<file path="config.mk">
export PLATFORM = sky130hd
export DESIGN_NAME = time_set_controller
export DESIGN_NICKNAME = d
export VERILOG_FILES = /design/src/rtl/time_set_controller.sv
export SDC_FILE = /design/constraint.sdc
export NUM_CORES = 1
export LEC_CHECK = 0
export CAP_MARGIN = 10
export CORE_UTILIZATION = 55
export CTS_BUF_LIST = sky130_fd_sc_hd__clkbuf_8
export CTS_CLUSTER_SIZE = 20
export DETAILED_ROUTE_END_ITERATION = 6
export GPL_TIMING_DRIVEN = 0
export PLACE_DENSITY = 0.95
export SETUP_SLACK_MARGIN = 0.05
export SYNTH_ARGS = -nofsm -noshare
export SYNTH_HDL_FRONTEND = slang
export SYNTH_SLANG_ARGS = --single-unit
</file>
<file path="constraint.sdc">
create_clock -name CLK -period 4 [get_ports CLK]
set_input_delay 0.8 -clock CLK [delete_from_list [all_inputs] [get_ports CLK]]
set_output_delay 0.8 -clock CLK [all_outputs]
set_load 0.01 [all_outputs]
</file>
<file path="src/rtl/time_set_controller.sv">
// time_set_controller
// Front-panel time-setting controller for a 24-hour BCD clock.
// Pressing mode captures the running time and walks the user through the
// hours, minutes and seconds fields. Increment presses (and auto-repeat
// while the increment button is held) bump only the selected field.
// The final mode press issues a single-cycle Set_time strobe carrying the
// edited time on Time_in. Cancel abandons the edit without a strobe.

module time_set_controller #(
    parameter logic [15:0] REPEAT_DELAY  = 16'd500,
    parameter logic [15:0] REPEAT_PERIOD = 16'd100
) (
    input  logic        CLK,
    input  logic        Reset,
    input  logic        Btn_mode,
    input  logic        Btn_inc,
    input  logic        Btn_cancel,
    input  logic [23:0] Time_now,
    output logic        Set_time,
    output logic [23:0] Time_in,
    output logic        Edit_active,
    output logic [1:0]  Field_sel
);

    // Controller states
    localparam logic [2:0] ST_IDLE     = 3'd0;
    localparam logic [2:0] ST_EDIT_HR  = 3'd1;
    localparam logic [2:0] ST_EDIT_MIN = 3'd2;
    localparam logic [2:0] ST_EDIT_SEC = 3'd3;
    localparam logic [2:0] ST_COMMIT   = 3'd4;

    // Field select encodings presented on Field_sel
    localparam logic [1:0] FIELD_NONE = 2'd0;
    localparam logic [1:0] FIELD_HR   = 2'd1;
    localparam logic [1:0] FIELD_MIN  = 2'd2;
    localparam logic [1:0] FIELD_SEC  = 2'd3;

    // Auto-repeat counter values at which a repeat increment fires. The
    // counter is folded back after each periodic repeat so it never needs
    // to count past the second threshold.
    localparam logic [15:0] RPT_FIRST = REPEAT_DELAY - 16'd1;
    localparam logic [15:0] RPT_NEXT  = RPT_FIRST + REPEAT_PERIOD;

    // State and datapath registers
    logic [2:0]  state_q, state_d;
    logic [23:0] edit_q, edit_d;
    logic        set_time_q, set_time_d;
    logic        edit_active_q, edit_active_d;
    logic [1:0]  field_sel_q, field_sel_d;

    // Button history and "seen low" qualifiers
    logic        btn_mode_q, btn_mode_d;
    logic        btn_inc_q, btn_inc_d;
    logic        btn_cancel_q, btn_cancel_d;
    logic        mode_armed_q, mode_armed_d;
    logic        inc_armed_q, inc_armed_d;
    logic        cancel_armed_q, cancel_armed_d;

    // Auto-repeat counter
    logic [15:0] rpt_cnt_q, rpt_cnt_d;

    // Decoded button events
    logic        press_mode;
    logic        press_inc;
    logic        press_cancel;
    logic        rpt_fire;
    logic        inc_event;

    // Hours increment: 00..23 with wrap; any out-of-range value restarts at 00.
    function automatic logic [7:0] bcd_inc_hours(input logic [7:0] v);
        logic [7:0] r;
        if ((v[3:0] > 4'd9) || (v >= 8'h23)) begin
            r = 8'h00;
        end else if (v[3:0] == 4'd9) begin
            r = {v[7:4] + 4'd1, 4'd0};
        end else begin
            r = {v[7:4], v[3:0] + 4'd1};
        end
        return r;
    endfunction

    // Minutes/seconds increment: 00..59 with wrap; invalid digits restart at 00.
    function automatic logic [7:0] bcd_inc_sixty(input logic [7:0] v);
        logic [7:0] r;
        if ((v[3:0] > 4'd9) || (v[7:4] > 4'd5) || (v == 8'h59)) begin
            r = 8'h00;
        end else if (v[3:0] == 4'd9) begin
            r = {v[7:4] + 4'd1, 4'd0};
        end else begin
            r = {v[7:4], v[3:0] + 4'd1};
        end
        return r;
    endfunction

    // Edge detection; a button only becomes pressable after it has been seen low
    always_comb begin
        btn_mode_d     = Btn_mode;
        btn_inc_d      = Btn_inc;
        btn_cancel_d   = Btn_cancel;
        mode_armed_d   = mode_armed_q   | ~Btn_mode;
        inc_armed_d    = inc_armed_q    | ~Btn_inc;
        cancel_armed_d = cancel_armed_q | ~Btn_cancel;

        press_mode   = Btn_mode   & ~btn_mode_q   & mode_armed_q;
        press_inc    = Btn_inc    & ~btn_inc_q    & inc_armed_q;
        press_cancel = Btn_cancel & ~btn_cancel_q & cancel_armed_q;
    end

    // Auto-repeat fire decode and combined increment event
    always_comb begin
        rpt_fire = 1'b0;
        if (Btn_inc && inc_armed_q && !press_inc &&
            ((rpt_cnt_q == RPT_FIRST) || (rpt_cnt_q == RPT_NEXT))) begin
            rpt_fire = 1'b1;
        end
        inc_event = press_inc | rpt_fire;
    end

    // Main FSM: cancel beats mode beats increment within a cycle
    always_comb begin
        state_d = state_q;
        edit_d  = edit_q;
        case (state_q)
            ST_IDLE: begin
                if (press_mode && !press_cancel) begin
                    edit_d  = Time_now;
                    state_d = ST_EDIT_HR;
                end
            end
            ST_EDIT_HR: begin
                if (press_cancel) begin
                    state_d = ST_IDLE;
                end else if (press_mode) begin
                    state_d = ST_EDIT_MIN;
                end else if (inc_event) begin
                    edit_d[23:16] = bcd_inc_hours(edit_q[23:16]);
                end
            end
            ST_EDIT_MIN: begin
                if (press_cancel) begin
                    state_d = ST_IDLE;
                end else if (press_mode) begin
                    state_d = ST_EDIT_SEC;
                end else if (inc_event) begin
                    edit_d[15:8] = bcd_inc_sixty(edit_q[15:8]);
                end
            end
            ST_EDIT_SEC: begin
                if (press_cancel) begin
                    state_d = ST_IDLE;
                end else if (press_mode) begin
                    state_d = ST_COMMIT;
                end else if (inc_event) begin
                    edit_d[7:0] = bcd_inc_sixty(edit_q[7:0]);
                end
            end
            ST_COMMIT: begin
                state_d = ST_IDLE;
            end
            default: begin
                state_d = ST_IDLE;
            end
        endcase
    end

    // Repeat counter runs while the armed increment button is held and
    // restarts on any press, release or state change
    always_comb begin
        rpt_cnt_d = rpt_cnt_q;
        if (!Btn_inc || !inc_armed_q || press_inc || press_mode ||
            press_cancel || (state_d != state_q)) begin
            rpt_cnt_d = 16'd0;
        end else if (rpt_cnt_q == RPT_NEXT) begin
            rpt_cnt_d = RPT_FIRST + 16'd1;
        end else begin
            rpt_cnt_d = rpt_cnt_q + 16'd1;
        end
    end

    // Registered output decodes, one cycle behind the state register
    always_comb begin
        set_time_d    = (state_q == ST_COMMIT);
        edit_active_d = 1'b0;
        field_sel_d   = FIELD_NONE;
        case (state_q)
            ST_EDIT_HR: begin
                edit_active_d = 1'b1;
                field_sel_d   = FIELD_HR;
            end
            ST_EDIT_MIN: begin
                edit_active_d = 1'b1;
                field_sel_d   = FIELD_MIN;
            end
            ST_EDIT_SEC: begin
                edit_active_d = 1'b1;
                field_sel_d   = FIELD_SEC;
            end
            default: begin
                edit_active_d = 1'b0;
                field_sel_d   = FIELD_NONE;
            end
        endcase
    end

    // State, edit register, button history and counter update
    always_ff @(posedge CLK or posedge Reset) begin
        if (Reset) begin
            state_q        <= ST_IDLE;
            edit_q         <= 24'h000000;
            set_time_q     <= 1'b0;
            edit_active_q  <= 1'b0;
            field_sel_q    <= FIELD_NONE;
            btn_mode_q     <= 1'b0;
            btn_inc_q      <= 1'b0;
            btn_cancel_q   <= 1'b0;
            mode_armed_q   <= 1'b0;
            inc_armed_q    <= 1'b0;
            cancel_armed_q <= 1'b0;
            rpt_cnt_q      <= 16'd0;
        end else begin
            state_q        <= state_d;
            edit_q         <= edit_d;
            set_time_q     <= set_time_d;
            edit_active_q  <= edit_active_d;
            field_sel_q    <= field_sel_d;
            btn_mode_q     <= btn_mode_d;
            btn_inc_q      <= btn_inc_d;
            btn_cancel_q   <= btn_cancel_d;
            mode_armed_q   <= mode_armed_d;
            inc_armed_q    <= inc_armed_d;
            cancel_armed_q <= cancel_armed_d;
            rpt_cnt_q      <= rpt_cnt_d;
        end
    end

    assign Set_time    = set_time_q;
    assign Time_in     = edit_q;
    assign Edit_active = edit_active_q;
    assign Field_sel   = field_sel_q;

endmodule

</file>
Word-level counts from Yosys, hierarchy flattened
Index checks and enable logic that the tools add are counted.
{"block": "word_totals", "reg_bits": 53}
{"block": "classes", "eq_ne": 25, "magnitude_cmp": 6, "mux": 32, "n_addsub": 7, "bitwise_logic": 16, "n_reduce_logical": 30}
{"operator": "$mux 8", "count": 15}
{"operator": "$pmux 8 s2", "count": 3}
{"operator": "$mux 16", "count": 2}
{"operator": "$add 4x1->4 const B", "count": 6}
{"operator": "$mux 24", "count": 1}
{"operator": "$mux 3", "count": 7}
{"operator": "$ne 2x2->1 const B", "count": 10}
{"operator": "$reduce_and 6->1", "count": 3}
{"operator": "$add 16x1->16 const B", "count": 1}
{"operator": "$eq 16x10->1 const B", "count": 1}
{"operator": "$eq 16x9->1 const B", "count": 1}
{"operator": "$eq 8x7->1 const B", "count": 2}
{"operator": "$reduce_and 5->1", "count": 3}
{"operator": "$eq 4x4->1 const B", "count": 3}
{"operator": "$gt 4x4->1 const B", "count": 3}
{"operator": "$pmux 3 s4", "count": 1}
{"operator": "$logic_or 1x1->1", "count": 11}
{"operator": "$ne 3x3->1 const B", "count": 3}
{"operator": "$ge 8x6->1 const B", "count": 1}
{"operator": "$gt 4x3->1 const B", "count": 2}
{"operator": "$and 1x1->1", "count": 6}
{"operator": "$eq 3x2->1 const B", "count": 2}
{"operator": "$not 1->1", "count": 6}
{"operator": "$pmux 2 s3", "count": 1}
{"operator": "10 further kinds", "count": 22}

Logic depth before layout (Yosys ltp)
{"block": "logic_depth", "depth_word": 12, "ltp_mapped": 9, "mapped_depth_nobuf": 8}

Worst setup path before layout
OpenSTA, ideal clock, no wires.
{"block": "synth_timing", "path_type": "input port to flip-flop", "startpoint": "in Btn_cancel", "endpoint": "reg edit_q[4], in the netlist Time_in[4]", "setup_ns": 0.128, "path_stages": 7, "n_path_buf": 1, "t_arrival_ns": 2.178, "path_slack_ns": 1.694, "cell_sequence": "and3b_1 clkbuf_1 nor3_1 o21ai_1 a311o_1 a211oi_1 a21oi_1"}
{"block": "synth_via", "elab_chain_cells": 6, "elab_cells_between_ends": 7}
{"item": "start: declaration", "line_no": "17", "source": "input logic Btn_cancel,"}
{"item": "$and 1x1->1 * (2 in a row)", "line_no": "106", "source": "press_cancel = Btn_cancel & ~btn_cancel_q & cancel_armed_q;"}
{"item": "$logic_not 1->1", "line_no": "125", "source": "if (press_mode && !press_cancel) begin"}
{"item": "$logic_and 1x1->1", "line_no": "125"}
{"item": "$ne 2x2->1 (no source line)"}
{"item": "$reduce_and 6->1 (no source line) *"}
{"item": "end signal: assignment", "line_no": "222", "source": "edit_q <= edit_d;"}
{"item": "end: declaration", "line_no": "46", "source": "logic [23:0] edit_q, edit_d;"}
Mark *: on every way between the ends. The rest lies on a longest branch, timed or not.
A chain may end at the register's enable or synchronous reset.

Final worst setup path
{"block": "layout_timing", "startpoint": "in Btn_cancel", "endpoint": "reg edit_q[5], in the netlist Time_in[5]"}
The elaborated chain is that of the path after synthesis.

==> results.py <==
metrics = {
    "final_layout": {
        "fin_util_pct": 72.9,
        "drive_above_1_share_pct": 6.63,
        "fin_cells": 447,
        "syn_to_final_growth_pct": 27.3,
        "final_area_sq_mm": 0.00374,
        "fin_nets": 414,
        "num_antenna_cells": 0,
        "mostFrequentLayoutCells": "clkdlybuf4s50_1 (56), dfrtp_1 (53), nor2_1 (33), a21oi_1 (24), nand2_1 (20)",
        "layout_commonest_cell": "clkdlybuf4s50_1",
    },
    "global_routing": {
        "grt_pass1_wl_mm": 10.9,
        "grt_pass1_vias": 2417,
        "grt_max_degree": 33,
        "grtUsageTotal_pct": 25.6,
        "antenna_found_initial": 0,
        "grt_overflow_total": 0,
    },
    "pwr": {
        "p_per_area_mw_per_mm2": 599,
        "p_leak_nw": 1.54,
        "ir_drop_v": 0.000333,
        "total_power_mw": 2.24,
    },
    "clock_network": {
        "cts_buffer_depth": 2,
        "clk-insertion-delay-late_ns": 0.32,
        "cts_setup_buffers": 0,
        "clkTransAtPathRegs_ns": 0.10,
        "cts_resized": 0,
        "cts_max_level": 2,
        "clockRootBuffer": "clkbuf_8",
        "cts_tree": "yes",
        "numCtsBuffers": 5,
        "cts.sinks": 53,
        "postCtsHoldBufs": 0,
    },
    "logic_synthesis": {
        "ys_types": 56,
        "syn_area_per_cell_sq_um": 9.43,
        "synthesis.nets": 350,
        "synthesis.area_sq_mm": 0.00294,
        "ys_ff_latch": 53,
        "yosysSeqAreaShare_pct": 45.1,
        "synth_edf_count": 0,
        "async_flop_share_pct": 100,
        "yosys_most_used_dff": "dfrtp_1",
        "yosys_warnings": 0,
        "netlist_instances": 312,
    },
    "detailed_routing": {
        "drcViolationCount": 0,
        "num_vias": 2612,
        "drt_first_pass_iters": 5,
        "via_per_inst": 5.84,
        "routedWlPerCell_um": 15.2,
        "drt-initial-drc-count": 195,
        "ant_nets": 0,
        "drt_wl_total_mm": 6.81,
    },
    "timing": {
        "layout_setup_ws_ns": 1.12,
        "tightest_slew_ns": 0.668,
        "grt_setup_unrepaired": "no",
        "max-slew-margin-rel_pct": 55.1,
        "setup_tns_ns": 0,
        "hold_violations": 0,
        "post-route-min-period_ns": 2.88,
        "whs_ns": 0.474,
        "finClkSkew_ns": 0.0101,
        "timing_max_transition_violations_final": 0,
        "fmax_mhz": 347,
        "setup_violations": 0,
        "finalCritPeriodShare_pct": 72.1,
    },
    "placed_design": {
        "dp_hpwl_mm": 4.74,
        "numPortBuffers": 56,
        "placed_cell_area_sq_mm": 0.00361,
        "place_ws_ns": 0.933,
        "gp_congestion": 0.855,
        "placed_cells": 439,
    },
    "critical_path": {
        "cp.arrival_ns": 3.08,
        "crit_required_ns": 4.20,
        "endpoint_kind": "register",
        "criticalPathCategory": "in2reg",
        "critPathMaxFanout": 8,
        "startpoint_type": "primary input",
    },
    "floorplanning": {
        "row_count": 26,
        "die-area_sq_mm": 0.00565,
        "die_h_um": 75.1,
        "core_sq_mm": 0.00514,
        "io_pins": 57,
        "initial_core_util_pct": 57.3,
        "dieWidth_um": 75.1,
    },
    "status": {
        "status": "complete, no violations",
    },
    "min_path": {
        "min-delay-path-class": "reg2reg",
    },
    "run": {
        "maxCapViolations": 0,
    },
}
critical path, cell delays in order:
cell	delay [ns]
clkdlybuf4s50_1	0.45
and3b_1	0.20
clkbuf_1	0.17
nor3_1	0.37
o21ai_1	0.18
a311o_1	0.46
a211oi_1	0.34
a21oi_1	0.09
metal layers:
layer / part of all wire, % / wire length [um] / GRT usage [%] / up-vias
li1: - / - / - / 1247
met1: 42 / 2870 / 32.6 / 1241
met2: 49 / 3370 / 42.0 / 102
met3: 5.8 / 396 / 6.02 / 22
met4: 2.6 / 174 / 10.7 / 0
met5: 0 / 0 / 0 / -
synth_stat cells (all sizes together) (2+ instances only):
master | instances | share of area [%]
dfrtp | 53 | 45
nor2 | 34 | 4.4
a21oi | 24 | 4.1
o21ai | 22 | 3.9
nand2 | 20 | 2.6
inv | 17 | 2.2
nand3 | 11 | 1.9
xor2 | 11 | 3.3
nor3 | 10 | 1.9
ha | 9 | 3.8
xnor2 | 8 | 2.4
a22o | 6 | 1.8
buf | 6 | 0.98
nand2b | 6 | 1.3
and2 | 4 | 0.85
clkbuf | 4 | 0.51
nand3b | 4 | 1.0
o2bb2ai | 4 | 1.2
a211oi | 3 | 1.2
a221oi | 3 | 0.89
a32oi | 3 | 0.89
and3 | 3 | 0.64
nand4 | 3 | 0.64
nor3b | 3 | 0.77
nor4bb | 3 | 1.0
o21a | 3 | 0.77
o22ai | 3 | 0.64
o31ai | 3 | 0.77
a21o | 2 | 0.51
a22oi | 2 | 0.51
a2bb2oi | 2 | 0.60
and3b | 2 | 0.60
and4b | 2 | 0.68
nor2b | 2 | 0.43
nor4 | 2 | 0.64
or3b | 2 | 0.60
where the power goes:
| part | total [mW] | leakage [nW] | internal [mW] | switching (mW) |
|---|---|---|---|---|
| clock network | 0.429 | 0.0681 | 0.249 | 0.180 |
| logic | 0.969 | 0.809 | 0.498 | 0.471 |
| registers | 0.846 | 0.662 | 0.666 | 0.180 |
path summary, 6_finish.rpt:
check	start	end	slack [ns]	depth (start not counted)
worst max-delay path	Btn_cancel	Time_in[5]	1.12	8
worst min-delay path	cancel_armed_q	cancel_armed_q	0.47	1
worst max register to register	Time_in[1]	Time_in[5]	1.66	6
worst min register to register	cancel_armed_q	cancel_armed_q	0.47	1
max in group asynchronous	Reset	rpt_cnt_q[8]	2.66	3
min in group asynchronous	Reset	Time_in[20]	0.82	2
registers in the layout, indices dropped and copies added (netlist names):
name	cells
rpt_cnt_q	16
btn_cancel_q	1
Set_time	1
cancel_armed_q	1
mode_armed_q	1
inc_armed_q	1
Edit_active	1
btn_mode_q	1
Time_in	24
state_q	3
Field_sel	2
btn_inc_q	1
area by class of cell:
class / count / area [sq um]
clock inverter: 3 / 65.1
multi-input combinational: 232 / 1510
fill: 382 / 1400
tap: 70 / 87.6
clock buffer: 5 / 68.8
buffer: 10 / 43.8
timing repair buffer: 57 / 581
sequential: 53 / 1330
inverter: 17 / 63.8
cell families (layout without fill, tap and decap cells):
group | after synthesis | in the layout | share of synthesized area, %
compound gates | 90 | 90 | 21.0
flops | 53 | 53 | 45.1
xor+xnor | 19 | 19 | 5.65
fa+ha+maj | 9 | 9 | 3.83
simple gates | 114 | 114 | 20.8
buf+inv | 27 | 92 | 3.66
(Power assumes the default switching activity.)
